[config.mk]
export PLATFORM = sky130hd
export DESIGN_NAME = fetch_queue
export DESIGN_NICKNAME = d
export VERILOG_FILES = /design/src/rtl/fetch_pkg.sv /design/src/rtl/fetch_queue_fifo.sv /design/src/rtl/fetch_queue.sv
export SDC_FILE = /design/constraint.sdc
export NUM_CORES = 1
export LEC_CHECK = 0
export CAP_MARGIN = 20
export CORE_MARGIN = 2
export CORE_UTILIZATION = 50
export CTS_BUF_LIST = sky130_fd_sc_hd__clkbuf_8
export DETAILED_ROUTE_END_ITERATION = 12
export GPL_TIMING_DRIVEN = 0
export PLACE_DENSITY = 0.81
export SYNTH_ARGS = -nofsm -noshare
export SYNTH_HDL_FRONTEND = slang
export SYNTH_SLANG_ARGS = --single-unit
[constraint.sdc]
create_clock -name Clock -period 3 [get_ports Clock]
set_clock_uncertainty 0.15 [all_clocks]
set_input_delay 0.3 -clock Clock [delete_from_list [all_inputs] [get_ports Clock]]
set_output_delay 0.3 -clock Clock [all_outputs]
set_load 0.03 [all_outputs]
[src/rtl/fetch_pkg.sv]
// fetch_pkg: shared constants, types and helpers for the instruction fetch stage.
//   INS_W       instruction width (opcode lives in [15:12])
//   OP_HALT     opcode that stops fetching
//   OP_DEST_HI  opcodes whose destination register is in [11:8] instead of [3:0]
//   imemRsp_t   one instruction-memory response slot (valid + word)
//   dest_sel()  destination-register field of an instruction
package fetch_pkg;

  localparam int INS_W = 16;
  localparam logic [3:0] OP_HALT = 4'hF;
  localparam int N_DEST_HI = 2;
  localparam logic [N_DEST_HI-1:0][3:0] OP_DEST_HI = {4'd5, 4'd4};

  typedef struct packed {
    logic             vld;
    logic [INS_W-1:0] word;
  } imemRsp_t;

  // Empty-queue head is all zeros (opcode 0 -> low field -> 0), so this
  // naturally yields 0 when nothing is valid.
  function automatic logic [3:0] dest_sel(input logic [INS_W-1:0] ins);
    logic hi;
    hi = 1'b0;
    for (int i = 0; i < N_DEST_HI; i++) begin
      if (ins[15:12] == OP_DEST_HI[i]) hi = 1'b1;
    end
    return hi ? ins[11:8] : ins[3:0];
  endfunction

endpackage

[src/rtl/fetch_queue_fifo.sv]
// sync_fifo: small synchronous FIFO with registered read/write pointers and an
// explicit occupancy counter.
//   clk    clock, all state on rising edge
//   rstN   synchronous active-low reset (pointers and count to 0)
//   push   write din at tail (ignored when full)
//   din    write data
//   pop    remove head (ignored when empty)
//   dout   head entry, 0 when empty
//   full   count == DEPTH
//   empty  count == 0
//   count  occupancy, 0..DEPTH
module sync_fifo #(
  parameter  int WIDTH = 16,
  parameter  int DEPTH = 4,
  localparam int CNT_W = $clog2(DEPTH + 1),
  localparam int PTR_W = $clog2(DEPTH)
) (
  input  logic             clk,
  input  logic             rstN,
  input  logic             push,
  input  logic [WIDTH-1:0] din,
  input  logic             pop,
  output logic [WIDTH-1:0] dout,
  output logic             full,
  output logic             empty,
  output logic [CNT_W-1:0] count
);

  logic [DEPTH-1:0][WIDTH-1:0] mem;
  logic [PTR_W-1:0]            wrPtr;
  logic [PTR_W-1:0]            rdPtr;
  logic                        doPush;
  logic                        doPop;

  assign full   = (count == CNT_W'(DEPTH));
  assign empty  = (count == '0);
  // Upstream gating already prevents overflow/underflow; the guards keep the
  // pointers coherent even if a caller misbehaves.
  assign doPush = push & ~full;
  assign doPop  = pop & ~empty;
  assign dout   = empty ? '0 : mem[rdPtr];

  // DEPTH is a power of two, so pointers wrap by plain overflow.
  always_ff @(posedge clk) begin
    if (!rstN) begin
      wrPtr <= '0;
      rdPtr <= '0;
      count <= '0;
    end else begin
      if (doPush) wrPtr <= wrPtr + PTR_W'(1);
      if (doPop)  rdPtr <= rdPtr + PTR_W'(1);
      case ({doPush, doPop})
        2'b10:   count <= count + CNT_W'(1);
        2'b01:   count <= count - CNT_W'(1);
        default: count <= count;
      endcase
    end
  end

  // Storage needs no reset: entries are only visible once counted.
  always_ff @(posedge clk) begin
    if (doPush) mem[wrPtr] <= din;
  end

endmodule

[src/rtl/fetch_queue.sv]
// fetch_queue: instruction fetch stage. Generates the PC, issues reads to a
// synchronous instruction memory (data one cycle after the strobe), buffers
// returned opcodes in a FIFO and hands them to decode over valid/ready.
// Stops fetching permanently on a halt opcode.
//   Clock       single clock, rising edge
//   Reset       synchronous, active-low
//   run         fetch enable (0 stops issue; buffered words still drain)
//   imem_rd_en  read strobe
//   imem_addr   read address (= PC)
//   imem_data   read data, valid the cycle after imem_rd_en
//   ins_out     head-of-queue instruction (0 when empty)
//   ins_valid   ins_out is valid
//   ins_ready   decode accepts ins_out this cycle
//   dest_out    destination field of ins_out
//   halted      halt opcode seen; sticky until Reset
//   count       FIFO occupancy
//   pc_out      current PC
module fetch_queue #(
  parameter  int DEPTH = 4,
  parameter  int PC_W  = 8,
  parameter  int INS_W = 16,
  localparam int CNT_W = $clog2(DEPTH + 1)
) (
  input  logic             Clock,
  input  logic             Reset,
  input  logic             run,
  output logic             imem_rd_en,
  output logic [PC_W-1:0]  imem_addr,
  input  logic [INS_W-1:0] imem_data,
  output logic [INS_W-1:0] ins_out,
  output logic             ins_valid,
  input  logic             ins_ready,
  output logic [3:0]       dest_out,
  output logic             halted,
  output logic [CNT_W-1:0] count,
  output logic [PC_W-1:0]  pc_out
);

  import fetch_pkg::*;

  logic [PC_W-1:0]  pc;
  logic             inflight;
  logic             haltQ;
  imemRsp_t         rsp;
  logic             rspHalt;
  logic             push;
  logic             pop;
  logic             setHalt;
  logic             room;
  logic             issue;
  logic             fifoEmpty;
  logic             fifoFull;
  logic [INS_W-1:0] head;

  // The memory response slot is only meaningful the cycle after an issue.
  assign rsp     = '{vld: inflight, word: imem_data};
  assign rspHalt = (rsp.word[15:12] == OP_HALT);

  // Once halted, the one response still in flight (issued in the halt-data
  // cycle, before halted rose) is dropped along with the halt word itself.
  assign push    = rsp.vld & ~haltQ & ~rspHalt;
  assign setHalt = rsp.vld & ~haltQ & rspHalt;
  assign pop     = ins_ready & ~fifoEmpty;

  // Reserve a slot for the outstanding read so the FIFO can never overflow.
  // Uses registered count, so a pop this cycle frees room only next cycle.
  assign room  = ((CNT_W+1)'(count) + (CNT_W+1)'(inflight)) < (CNT_W+1)'(DEPTH);
  // Reset gates the strobe so no read is issued while reset is held.
  assign issue = Reset & run & ~haltQ & room;

  always_ff @(posedge Clock) begin
    if (!Reset) begin
      pc       <= '0;
      inflight <= 1'b0;
      haltQ    <= 1'b0;
    end else begin
      inflight <= issue;
      if (issue)   pc    <= pc + PC_W'(1);
      if (setHalt) haltQ <= 1'b1;
    end
  end

  sync_fifo #(
    .WIDTH(INS_W),
    .DEPTH(DEPTH)
  ) uFifo (
    .clk  (Clock),
    .rstN (Reset),
    .push (push),
    .din  (rsp.word),
    .pop  (pop),
    .dout (head),
    .full (fifoFull),
    .empty(fifoEmpty),
    .count(count)
  );

  assign imem_rd_en = issue;
  assign imem_addr  = pc;
  assign pc_out     = pc;
  assign halted     = haltQ;
  assign ins_valid  = ~fifoEmpty;
  assign ins_out    = head;
  assign dest_out   = dest_sel(head);

endmodule
After elaboration in Yosys (flattened, before gate mapping):

Cells that the tools add are included.

* flip-flop bits (word level): 81
* bits in latches: 0
* RAM bits: 0
* bits in read-only memories: 0
* bits of input ports: 20
* output and inout port bits: 42
* logic and storage cells: 52
* memories: 0

* add/subtract/negate cells: 6
* $mul: 0
* divide/modulo/power cells: 0
* $lt $le $gt $ge: 4
* eq/ne operators: 6
* shift operators: 0
* mux-type cells: 10
* bitwise logic cells: 13
* reduce and logical (&&, ||, !) cells: 3

Operator list (count)
* $bwmux W64: 1
* $mux W16: 3
* $bmux W16 S2: 1
* $demux W16 S2: 1
* $and A1 B1 Y1: 9
* $add A8 B1 Y8 const B: 1
* $eq A4 B3 Y1 const B: 2
* $lt A2 B3 Y1 const B: 2
* $pmux W3 S2: 1
* $add A2 B1 Y2 const B: 2
* $add A3 B1 Y4: 1
* $eq A4 B4 Y1 const B: 1
* $lt A4 B3 Y1 const B: 1
* $mux W4: 1
* $not A1 Y1: 4
* $add A3 B1 Y3 const B: 1
* $eq A3 B3 Y1 const B: 1
* $logic_not A3 Y1: 1
* $sub A3 B1 Y3 const B: 1
* $eq A2 B1 Y1 const B: 1
* $eq A2 B2 Y1 const B: 1
* $ge A2 B1 Y1 const B: 1
* $mux W1: 2
* $reduce_bool A2 Y1: 1
* $logic_and A1 B1 Y1: 1

Logic depth before layout (Yosys ltp):

* depth in word-level cells: 7
* mapped depth: 9
* gate-level depth less buffers: 9

Modules after synthesis:

From an unflattened synthesis, not the netlist that was laid out.

* cells, all modules: 226
* area total of the unflattened synthesis: 3607.2 um2

By module, submodules not included
* sync_fifo: times used 1, cells each 153, area each 2962.8 um2, sequential area each 2062.0 um2
* fetch_queue: times used 1, cells each 73, area each 644.4 um2, sequential area each 200.2 um2

Worst setup path before layout:

OpenSTA, ideal clock, no wires.

* kind: register to register
* from: register uFifo.count[0]
* to: register uFifo.count[2]
* library setup time: 70 ps
* data arrival time: 2230 ps
* required time: 2780 ps
* path slack: 550 ps
* stages on the path, launching flop included: 10
* buffers on the path: 1
* clock period less this slack: 2450 ps
* cell sequence: dfxtp_1 -> or3_1 -> clkbuf_1 -> and2_1 -> ha_1 -> inv_1 -> fa_1 -> xor2_1 -> or3_1 -> a21oi_1

* cells in the longest elaborated chain, start to end: 6
* elaborated cells on any way between the ends: 13
* classes of those cells: 2 x add/sub; 3 x eq/ne; 1 x mux; 5 x bitwise; 2 x reduce/logical

Ends and longest elaborated chain
* from (decl): line fetch_queue_fifo.sv:26 `output logic [CNT_W-1:0] count`
* from (signal assigned): line fetch_queue_fifo.sv:53 `2'b10: count <= count + CNT_W'(1);`
* from (signal assigned): line fetch_queue_fifo.sv:54 `2'b01: count <= count - CNT_W'(1);`
* from (signal assigned): line fetch_queue_fifo.sv:55 `default: count <= count;`
* $logic_not A3 Y1 (*): line fetch_queue_fifo.sv:36 `assign empty = (count == '0);`
* $not A1 Y1 (*): line fetch_queue_fifo.sv:40, fetch_queue.sv:63
* $and A1 B1 Y1: line fetch_queue.sv:63 `assign pop = ins_ready & ~fifoEmpty;`
* $and A1 B1 Y1 (*): line fetch_queue_fifo.sv:40 `assign doPop = pop & ~empty;`
* via uFifo.doPop: line fetch_queue_fifo.sv:33 `logic doPop;`
* $eq A2 B1 Y1 / $eq A2 B2 Y1 (equally long branches): line fetch_queue_fifo.sv:52 `case ({doPush, doPop})`
* $pmux W3 S2 / $reduce_bool A2 Y1 (equally long branches)

Mark *: on every way through the listed nets, which the timed path passes. The rest lies on a longest branch.
A chain may end at the register's enable or synchronous reset.

Worst setup path after layout:

* from: register uFifo.rdPtr[0]
* to: output port dest_out[3]

* cells in the longest elaborated chain, start to end: 7
* elaborated cells on any way between the ends: 8
* classes of those cells: 2 x eq/ne; 6 x mux

Ends and longest elaborated chain
* from (decl): line fetch_queue_fifo.sv:31 `logic [PTR_W-1:0] rdPtr;`
* from (signal assigned): line fetch_queue_fifo.sv:51 `if (doPop) rdPtr <= rdPtr + PTR_W'(1);`
* $bmux W16 S2 (*): line fetch_queue_fifo.sv:41 `assign dout = empty ? '0 : mem[rdPtr];`
* $mux W16 (not written as such) (*): line fetch_queue_fifo.sv:41
* $mux W16 (*): line fetch_queue_fifo.sv:41
* $eq A4 B3 Y1: line fetch_pkg.sv:25 `if (ins[15:12] == OP_DEST_HI[i]) hi = 1'b1;`
* $mux W1 (2 in a row): line fetch_pkg.sv:25
* $mux W4 (*): line fetch_pkg.sv:27 `return hi ? ins[11:8] : ins[3:0];`
* to (decl): line fetch_queue.sv:33 `output logic [3:0] dest_out,`

Mark *: on every way between the ends. The rest lies on a longest branch, timed or not. The select of a mux whose other input is x is not followed.

==> results.tsv <==
metric	value	unit
slowest_stage	mux4_2	
dp_hpwl	4030	um
nNetsFinal	309	
cts_tree	yes	
crit_end	dest_out[3]	
synthFlopType	edfxtp_1	
grt_overflow_total	0	
switching_share	0.341	
holdWs	0.360	ns
yosysMostFrequentCell	edfxtp_1	
arrival	2.43	ns
fillers	487	
synth-seq-cells	81	
hp-class	flip-flop to flip-flop	
cpLargestDelayFamily	multiplexers	
remaining_drc_errors	0	
syn-cell-area	0.00341	mm^2
p_leak	1.48	nW
grt_antenna_before_repair	0	
final_cells	367	
initial_core_util	0.510	
drive_above_1_share	0.164	
cts_buffers	9	
ys_seq_area_frac	0.663	
crit_path_start_kind	flip-flop	
r2r_setup_slack	0.48	ns
regArea	0.00226	mm^2
pwr-share-seq	0.384	
multi_input_comb_area	0.00101	mm^2
slew_headroom	0.452	
firstDrtPassIters	4	
clkPwrFrac	0.219	
ant_nets	0	
drv_slew	0	
finalCritPeriodShare	0.960	
dieArea	0.00750	mm^2
vias	1929	
drtIter0Drc	177	
wire_per_inst	15.7	um
r2r_cells	9	
grt_pass1_wl	9330	um
fin_util	0.645	
synth_common_cells	64 x edfxtp_1, 23 x and2_1, 17 x dfxtp_1	
maxCapViolCount	0	
synthTopCellsByArea	edfxtp_1 56%, dfxtp_1 10%, mux4_2 7.9%	
die_height	86.6	um
io_pins	62	
p_int	2.28	mW
fin_crit	2.88	ns
irDropWorstVdd	0.559	mV
cts_sinks	81	
clock_latency	0.34	ns
gr-usage-all-layers	0.169	
yosys.area.top_type	edfxtp_1	
synth_nets	237	
endpoint_kind	output port	
cts_root_buffer	clkbuf_8	
synth_top_area_share	0.563	
cp_max_fo	9	
portBuffers	61	
power_switching	1.18	mW
die_w	86.6	um
finalHoldViolCount	0	
post_dp_cell_area	0.00412	mm^2
antenna_cells	0	
place_inst	351	
clockBufferDepth	2	
max_stage_delay	0.55	ns
critPathBufInv	2	
synth_edf_count	64	
tightest_slew	0.821	ns
drt-total-wl	5770	um
worstSetupStartpoint	uFifo.rdPtr[0]	
cp.required	2.55	ns
r2r_start	uFifo.count[2]	
via_per_inst	5.26	
grt_pass1_vias	1974	
worstReg2RegEnd	uFifo.count[2]	
clkTransAtPathRegs	0.08	ns
async_reset_ff_frac	0	
rsz0062_at_grt	no	
max_freq	347	MHz
setup_viol	0	
cp.depth	5	
holdBufCountCts	0	
num_rows	30	
area_delta_synth_final	26.4	%
run_status	complete, no violations	
syn-instance-count	210	
stdcell_area	0.00431	mm^2
power_density	803	mW/mm^2
core_area	0.00668	mm^2
cts.htree.levels	3	
ys_warn_count	0	
fin_setup_tns	0	ns
synth_area_per_cell	16.2	um^2
place.gp.congestion	0.812	
synth.distinct_cells	31	
grt_max_degree	17	
worst-setup-path-type	flip-flop to output port	
crit_path_cell_trace	buf_6, mux4_2, nor3b_4, mux2_2, dlygate4sd2_1	
comb_power_share	0.398	
-- tightest hold or removal path: cells and delay by family (launching register included) --
family | cells | cell delay [ns]
flops | 1 | 0.33
compound gates | 2 | 0.13
-- state kept, by name, summed over array words and instances, names as in the netlist --
name,flops
uFifo.rdPtr,2
uFifo.count,3
inflight,1
imem_addr,8
uFifo.wrPtr,2
uFifo.mem,64
halted,1
-- power groups by stage --
stage | Clock (mW) | Sequential, mW | Combinational (mW)
3_5_place_dp | 0 | 1.35 | 1.41
5_1_grt | 0.818 | 1.34 | 1.48
3_3_place_gp | 0 | 1.35 | 1.40
2_1_floorplan | 0 | 1.37 | 0.882
6_report | 0.757 | 1.33 | 1.38
4_1_cts | 0.771 | 1.33 | 1.39
-- how the worst min path moves through the flow --
stage	to	from	slack (ns)	cells after the start
after floorplan	uFifo.mem[0]	imem_data[0]	0.25	0
after global placement	imem_addr[7]	imem_addr[7]	0.33	2
after detailed placement	imem_addr[7]	imem_addr[7]	0.35	2
after CTS	imem_addr[7]	imem_addr[7]	0.36	2
after global routing	imem_addr[5]	imem_addr[5]	0.41	2
final	imem_addr[7]	imem_addr[7]	0.36	2
-- through the flow --
| step | power, mW | setup slack, ns |
|---|---|---|
| 2_1_floorplan | 2.26 | 0.550 |
| 3_3_place_gp | 2.75 | 0.148 |
| 3_5_place_dp | 2.77 | 0.117 |
| 4_1_cts | 3.49 | 0.00342 |
| 5_1_grt | 3.63 | 0.00340 |
| 6_report | 3.46 | 0.119 |
-- layer usage --
metal  share of wire  global-route usage  vias up
met2            0.50               0.281       49
met5               0                   0        -
li1                -                   -      922
met3           0.051              0.0362        9
met1            0.43               0.210      949
met4           0.019              0.0810        0
-- cells in the final DEF, fill, tap and decap left out, types with 4 or more instances in the layout --
cell,instances
a21oi_1,6
and2_1,23
buf_4,9
clkbuf_8,9
clkdlybuf4s50_1,57
dfxtp_1,17
edfxtp_1,64
ha_1,6
inv_1,9
mux2_2,4
mux4_1,4
mux4_2,12
nand2_1,5
nor2_1,13
xor2_1,7
-- cell type report --
class	count	area share
flip-flops and latches	81	0.525
multi-input cells	105	0.235
repair buffers	62	0.141
clock buffers	9	0.0287
plain buffers	14	0.0232
well taps	80	0.0232
clock inverters	7	0.0163
inverters	9	0.00784
-- what timing repair did --
item	in CTS	in global routing
endpoints found under the setup margin	6	11
setup buffers	0	1
resized for setup	4	4
cloned	0	0
pin swaps	0	1
-- logic make-up (layout without fill, tap and decap cells) --
kind of cell,Yosys count,count (layout),share of synthesized area
xor+xnor,10,10,0.0257
flops,81,81,0.663
buf+inv,24,101,0.0400
compound gates,10,10,0.0191
fa+ha+maj,7,7,0.0279
mux,21,21,0.126
simple gates,57,57,0.0979
Power figures use the tool's default switching activity.
